==> src/rtl/axis_pixel_transmitter.sv <==
// -----------------------------------------------------------------------------
// axis_pixel_transmitter
//
// Buffers filtered pixels from a non-backpressurable upstream stage in a small
// FIFO and presents them as an AXI4-Stream with frame and line markers.
//   tuser - start of frame (carried through the FIFO with each pixel)
//   tlast - end of line (derived at the output from a column counter)
//
// Ports:
//   i_clk             clock, all logic on rising edge
//   i_aresetn         synchronous active-low reset
//   IMAGE_WIDTH       runtime pixels per line (0 treated as 1)
//   i_data            input pixel
//   i_data_valid      input pixel valid (no upstream backpressure)
//   i_start_of_frame  marks the first pixel of a frame
//   m_axis_tdata      output pixel
//   m_axis_tvalid     output valid (FIFO non-empty)
//   m_axis_tready     downstream ready
//   m_axis_tuser      start of frame
//   m_axis_tlast      end of line
//   o_fifo_level      FIFO occupancy, 0..FIFO_DEPTH
//   o_overflow        sticky flag, set when a pixel is dropped
// -----------------------------------------------------------------------------
module axis_pixel_transmitter #(
    parameter int DATA_WIDTH = 8,
    parameter int FIFO_DEPTH = 16
) (
    input  logic                          i_clk,
    input  logic                          i_aresetn,
    input  logic [15:0]                   IMAGE_WIDTH,
    input  logic [DATA_WIDTH-1:0]         i_data,
    input  logic                          i_data_valid,
    input  logic                          i_start_of_frame,
    output logic [DATA_WIDTH-1:0]         m_axis_tdata,
    output logic                          m_axis_tvalid,
    input  logic                          m_axis_tready,
    output logic                          m_axis_tuser,
    output logic                          m_axis_tlast,
    output logic [$clog2(FIFO_DEPTH):0]   o_fifo_level,
    output logic                          o_overflow
);

    localparam int AW = $clog2(FIFO_DEPTH);
    localparam int EW = DATA_WIDTH + 1;

    localparam logic [AW-1:0] PTR_ONE   = AW'(1);
    localparam logic [AW:0]   LVL_ONE   = (AW + 1)'(1);
    localparam logic [AW:0]   LVL_FULL  = (AW + 1)'(FIFO_DEPTH);

    // Each entry is {start_of_frame, pixel}
    logic [EW-1:0]          mem_q [FIFO_DEPTH];

    logic [AW-1:0]          wr_ptr_q, wr_ptr_d;
    logic [AW-1:0]          rd_ptr_q, rd_ptr_d;
    logic [AW:0]            level_q, level_d;
    logic                   overflow_q, overflow_d;
    logic [15:0]            col_q, col_d;

    logic                   fifo_empty;
    logic                   fifo_full;
    logic                   pop;
    logic                   push_ok;
    logic                   head_user;
    logic [DATA_WIDTH-1:0]  head_data;
    logic [15:0]            width_eff;
    logic [15:0]            head_col;
    logic                   head_last;

    always_comb begin
        fifo_empty = (level_q == '0);
        fifo_full  = (level_q == LVL_FULL);

        {head_user, head_data} = mem_q[rd_ptr_q];

        pop     = !fifo_empty && m_axis_tready;
        // A full FIFO can still accept when the head leaves on the same edge
        push_ok = i_data_valid && (!fifo_full || pop);

        width_eff = (IMAGE_WIDTH == 16'd0) ? 16'd1 : IMAGE_WIDTH;
        // A start-of-frame beat always sits in column 0, even mid-line
        head_col  = head_user ? 16'd0 : col_q;
        head_last = !fifo_empty && (head_col >= (width_eff - 16'd1));

        m_axis_tvalid = !fifo_empty;
        m_axis_tdata  = fifo_empty ? '0 : head_data;
        m_axis_tuser  = !fifo_empty && head_user;
        m_axis_tlast  = head_last;
        o_fifo_level  = level_q;
        o_overflow    = overflow_q;

        wr_ptr_d = push_ok ? (wr_ptr_q + PTR_ONE) : wr_ptr_q;
        rd_ptr_d = pop     ? (rd_ptr_q + PTR_ONE) : rd_ptr_q;

        level_d = level_q;
        case ({push_ok, pop})
            2'b10:   level_d = level_q + LVL_ONE;
            2'b01:   level_d = level_q - LVL_ONE;
            default: level_d = level_q;
        endcase

        overflow_d = overflow_q | (i_data_valid && fifo_full && !pop);

        col_d = col_q;
        if (pop) begin
            col_d = head_last ? 16'd0 : (head_col + 16'd1);
        end
    end

    always_ff @(posedge i_clk) begin
        if (!i_aresetn) begin
            wr_ptr_q   <= '0;
            rd_ptr_q   <= '0;
            level_q    <= '0;
            overflow_q <= 1'b0;
            col_q      <= '0;
        end else begin
            wr_ptr_q   <= wr_ptr_d;
            rd_ptr_q   <= rd_ptr_d;
            level_q    <= level_d;
            overflow_q <= overflow_d;
            col_q      <= col_d;
        end
    end

    // Storage needs no reset: the pointers and level define what is valid
    always_ff @(posedge i_clk) begin
        if (i_aresetn && push_ok) begin
            mem_q[wr_ptr_q] <= {i_start_of_frame, i_data};
        end
    end

endmodule

==> config.mk <==
export PLATFORM = sky130hd
export DESIGN_NAME = axis_pixel_transmitter
export DESIGN_NICKNAME = d
export VERILOG_FILES = /design/src/rtl/axis_pixel_transmitter.sv
export SDC_FILE = /design/constraint.sdc
export NUM_CORES = 1
export LEC_CHECK = 0
export CAP_MARGIN = 5
export CORE_MARGIN = 8
export CORE_UTILIZATION = 35
export DETAILED_ROUTE_END_ITERATION = 10
export GPL_TIMING_DRIVEN = 0
export PLACE_DENSITY_LB_ADDON = 0.25
export SYNTH_ARGS = -nofsm -noshare
export SYNTH_HDL_FRONTEND = slang
export SYNTH_SLANG_ARGS = --single-unit
export TNS_END_PERCENT = 100
==> constraint.sdc <==
create_clock -name i_clk -period 13 [get_ports i_clk]
set_clock_uncertainty 0.1 [all_clocks]
set_input_delay 2.6 -clock i_clk [delete_from_list [all_inputs] [get_ports i_clk]]
set_output_delay 2.6 -clock i_clk [all_outputs]
set_load 0.03 [all_outputs]
Yosys cells after proc, flatten, opt, wreduce, memory -nomap -nowiden
Memories as Yosys holds them, arrays and structs flattened. A register that Yosys moved wholly into a read port is not among the register bits.
Index checks and enable logic that the tools add are counted.
{ "totals": {"regBits": 30, "ram_bits": 144, "inputBits": 29, "out_inout_bits": 17, "elab_cells": 40, "mem_count": 1} }
{ "memory_table": {"columns": ["name", "depth", "word_bits", "read_ports", "rd_clocked_by_memory_dff", "write_ports", "line", "source"], "rows": [
  ["mem_q", 16, 9, 1, 1, 1, "51", "logic [EW-1:0] mem_q [FIFO_DEPTH];"]
]} }
{ "op_classes": {"addsub": 6, "n_lt_le_gt_ge": 1, "n_eq_ne": 3, "mux": 9, "n_bitwise": 1, "n_reduce_logical": 14} }
{ "op_table": {"columns": ["cell", "count"], "rows": [
  ["$mux W16", 3],
  ["$add A16 B1 Y16 const B", 1],
  ["$ge A16 B16 Y1", 1],
  ["$logic_not A16 Y1", 1],
  ["$sub A16 B1 Y16 const B", 1],
  ["$pmux W5 S2", 1],
  ["$add A4 B1 Y4 const B", 2],
  ["$mux W4", 2],
  ["$mux W8", 1],
  ["$logic_and A1 B1 Y1", 7],
  ["$add A5 B1 Y5 const B", 1],
  ["$eq A5 B5 Y1 const B", 1],
  ["$logic_not A5 Y1", 1],
  ["$sub A5 B1 Y5 const B", 1],
  ["$logic_not A1 Y1", 3],
  ["$eq A2 B1 Y1 const B", 1],
  ["$eq A2 B2 Y1 const B", 1],
  ["$mux W1", 2],
  ["$reduce_bool A2 Y1", 1],
  ["$logic_or A1 B1 Y1", 1],
  ["$or A1 B1 Y1", 1]
]} }

Logic depth before layout (Yosys ltp)
{ "logic_depth": {"word_depth": 8, "depth_mapped": 19, "depth_no_buf": 17} }

Worst setup path before layout
OpenSTA, ideal clock, no wires.
{ "synth_path": {"path_type": "input port to output port", "start": "input port IMAGE_WIDTH[6]", "end": "output port m_axis_tlast", "arrival_time_ns": 5.933, "required_ns": 10.300, "path_slack_ns": 4.367, "cell_stages": 17, "path_buffers": 1, "cell_sequence": "nor4_1 > nor3b_1 > nand3b_1 > nor2_1 > a31oi_1 > ha_1 > and2_0 > clkbuf_1 > nand2_1 > xor2_1 > ha_1 > and3_1 > a221oi_1 > a21o_1 > a31oi_1 > a211oi_1 > nor2_1"} }
{ "synth_via": {"elab_chain_len": 5} }
{ "synth_lines": {"columns": ["item", "line", "source"], "rows": [
  ["start: declaration", "30", "input logic [15:0] IMAGE_WIDTH,"],
  ["$logic_not A16 Y1", "79", "width_eff = (IMAGE_WIDTH == 16'd0) ? 16'd1 : IMAGE_WIDTH;"],
  ["$mux W16 (*)", "79", null],
  ["$sub A16 B1 Y16 (*)", "82", "head_last = !fifo_empty && (head_col >= (width_eff - 16'd1));"],
  ["$ge A16 B16 Y1 (*)", "82", null],
  ["$logic_and A1 B1 Y1 (*)", "82", null],
  ["end: declaration", "38", "output logic m_axis_tlast,"]
]} }
Every way passes the cells marked *; elsewhere a longest branch is shown, timed or not.

Worst setup path after layout
Same ends and word-level chain as after synthesis.

==> flow_metrics.py <==
metrics = {
    "status": {
        "outcome": "completed",
    },
    "die": {
        "fp.coreArea_mm2": 0.0226,
        "start_util": 0.355,
        "fp.dieArea_mm2": 0.0280,
        "die_h_um": 167,
        "die_w_um": 167,
        "ios": 46,
        "num_rows": 55,
    },
    "clocking": {
        "clk_pin_slew_ns": 0.07,
        "cts_tree": "done",
        "clk_latency_ns": 0.43,
        "ctsResizeCount": 0,
        "htreeDepth": 4,
        "cts_hold_buf": 0,
        "clockRootBuffer": "clkbuf_16",
        "clock_sinks": 178,
        "post-cts-setup-buffers": 0,
        "cts_made_buffers": 17,
        "clk_path_buf_depth": 2,
    },
    "global_route": {
        "grtUsageTotal": 0.125,
        "grt_pass1_wl_mm": 26.9,
        "grt_max_degree": 21,
        "first_global_vias": 4919,
        "antenna_found_initial": 0,
        "grt_overflow": 0,
    },
    "run": {
        "drv_cap": 0,
    },
    "power_and_ir_drop": {
        "power_w": 0.00154,
        "ir_drop_mv": 0.0877,
        "power.switching_w": 0.000482,
        "p_seq_frac": 0.418,
        "intPower_w": 0.00106,
        "p_sw_frac": 0.312,
        "comb_power_share": 0.254,
        "p_per_area_mw_per_mm2": 164,
        "clockPowerShare": 0.328,
        "p_leak_nw": 3.05,
    },
    "logic_synthesis": {
        "synth_edf_count": 144,
        "yosys_warnings": 0,
        "netlist_top_cells_area": "edfxtp_1 (54%), mux4_2 (12%), dfxtp_1 (8.5%), ha_1 (4.2%), and2_1 (2.8%)",
        "synth.largest_area_cell": "edfxtp_1",
        "syn-cell-area_mm2": 0.00801,
        "synth_fp_nets": 578,
        "ys_async_sr_fraction": 0,
        "syn_area_per_cell_um2": 15.4,
        "ys.flop_type": "edfxtp_1",
        "ys_top_cells_by_count": "edfxtp_1 (144), mux4_2 (44), nand2_1 (38)",
        "synth_top_area_frac": 0.540,
        "yosysMostFrequentCell": "edfxtp_1",
        "ys_seq_area_frac": 0.625,
        "synth-seq-cells": 178,
        "syn-instance-count": 521,
        "synth_cell_type_count": 53,
    },
    "place": {
        "globalplace.congestion": 0.756,
        "place_area_mm2": 0.00881,
        "io_buffers": 45,
        "dp_worst_setup_slack_ns": 2.56,
        "placed_cells": 851,
        "dp_hpwl_mm": 11.7,
    },
    "timing": {
        "min_period_ns": 10.39,
        "worst_slack_ns": 2.61,
        "drv_slew": 0,
        "setup_viol_count_final": 0,
        "hold_viol_final": 0,
        "rsz0062_at_grt": "no",
        "clock.fmax_ghz": 0.0962,
        "relSlewSlack": 0.250,
        "finalCritPeriodShare": 0.799,
        "tns_ns": 0,
        "worst_slew_pin_slew_ns": 1.12,
    },
    "setup_path": {
        "worst_ep_arrival_time_ns": 7.69,
        "critPathLaunchType": "input port",
        "worstPathRequired_ns": 10.30,
        "cp_max_fo": 5,
        "critPathCaptureType": "primary output",
        "worstSetupPathType": "in -> out",
    },
    "cells_and_area": {
        "design_area_mm2": 0.00941,
        "area_growth_pct": 17.6,
        "drive_above_1_share": 0.161,
        "nNetsFinal": 642,
        "n_antenna_cell": 0,
        "fin_cells": 883,
    },
    "drt": {
        "drtPass1Iterations": 4,
        "wl_per_cell_um": 19.0,
        "drtIter0Drc": 249,
        "routed_wl_mm": 16.8,
        "vias": 4560,
        "drc": 0,
        "drtAntennaViolNets": 0,
        "avgViaCountPerCell": 5.16,
    },
    "min_path": {
        "hp-class": "reg -> reg",
    },
}
per-stage QoR:
| stage | hold slack (ns) | utilization |
|---|---|---|
| 3_5_place_dp | 0.364 | 0.390 |
| 2_1_floorplan | 0.348 | - |
| 3_3_place_gp | 0.349 | 0.390 |
| 5_1_grt | 0.393 | 0.417 |
| 4_1_cts | 0.381 | 0.417 |
| 6_report | 0.381 | 0.417 |
layout make-up:
class	count	area [um2]
clock buffers	17	425
well taps	285	357
fillers	2059	13200
plain buffers	21	92.6
inverters	14	52.6
repair buffers	45	450
flip-flops and latches	178	5000
multi-input cells	308	2860
clock inverters	15	176
sequential cells by signal, indices dropped and copies added, names as in the netlist, named ones only:
name / flops
o_fifo_level: 5
wr_ptr_q: 4
col_q: 16
o_overflow: 1
mem_q: 144
rd_ptr_q: 4
layer usage:
metal | routed length, um | global-route usage
met2 | 8670 | 0.221
met1 | 7180 | 0.152
met4 | 195 | 0.0365
met5 | 0 | 0
met3 | 722 | 0.0263
cells by family after synthesis:
logic type | count (synthesis) | synth area share
buf+inv | 35 | 0.0181
flops | 178 | 0.625
fa+ha+maj | 28 | 0.0447
simple gates | 163 | 0.105
compound gates | 46 | 0.0525
mux | 49 | 0.131
xor+xnor | 22 | 0.0241
placed cells by master, fill, tap and decap left out, types with 17 or more instances in the layout:
| cell | netlist | final |
|---|---|---|
| mux4_2 | 44 | 44 |
| dfxtp_1 | 34 | 34 |
| nor2_1 | 28 | 28 |
| clkbuf_16 | 0 | 17 |
| nand3_1 | 26 | 26 |
| ha_1 | 27 | 27 |
| and2_1 | 36 | 36 |
| clkdlybuf4s50_1 | 0 | 45 |
| nand2_1 | 38 | 38 |
| edfxtp_1 | 144 | 144 |
power by group through the flow:
stage | combinational (W) | sequential (W) | clock (W)
final | 0.000392 | 0.000645 | 0.000506
after global routing | 0.000431 | 0.000648 | 0.000533
after CTS | 0.000402 | 0.000646 | 0.000517
after detailed placement | 0.000400 | 0.000658 | 0
after global placement | 0.000395 | 0.000657 | 0
after floorplan | 0.000244 | 0.000667 | 0
path summary, 6_finish.rpt:
path                   from            to  slack, ns  depth (start not counted)
max          IMAGE_WIDTH[6]  m_axis_tlast       2.61                         19
min              o_overflow    o_overflow       0.38                          1
max reg2reg            flop      col_q[8]       8.69                         15
min reg2reg      o_overflow    o_overflow       0.38                          1
critical path, stage by stage:
cell and delay [ns]:
clkdlybuf4s50_1 0.52, nor4_1 0.46, nor3b_1 0.37, nand3b_1 0.15, nor2_1 0.22, a31oi_1 0.16
ha_1 0.26, and2_0 0.15, clkbuf_1 0.16, nand2_1 0.11, xor2_1 0.16, ha_1 0.26
and3_1 0.20, a221oi_1 0.36, a21o_1 0.16, a31oi_1 0.07, a211oi_1 0.61, nor2_1 0.09
clkdlybuf4s50_1 0.62
(Power assumes the default switching activity.)
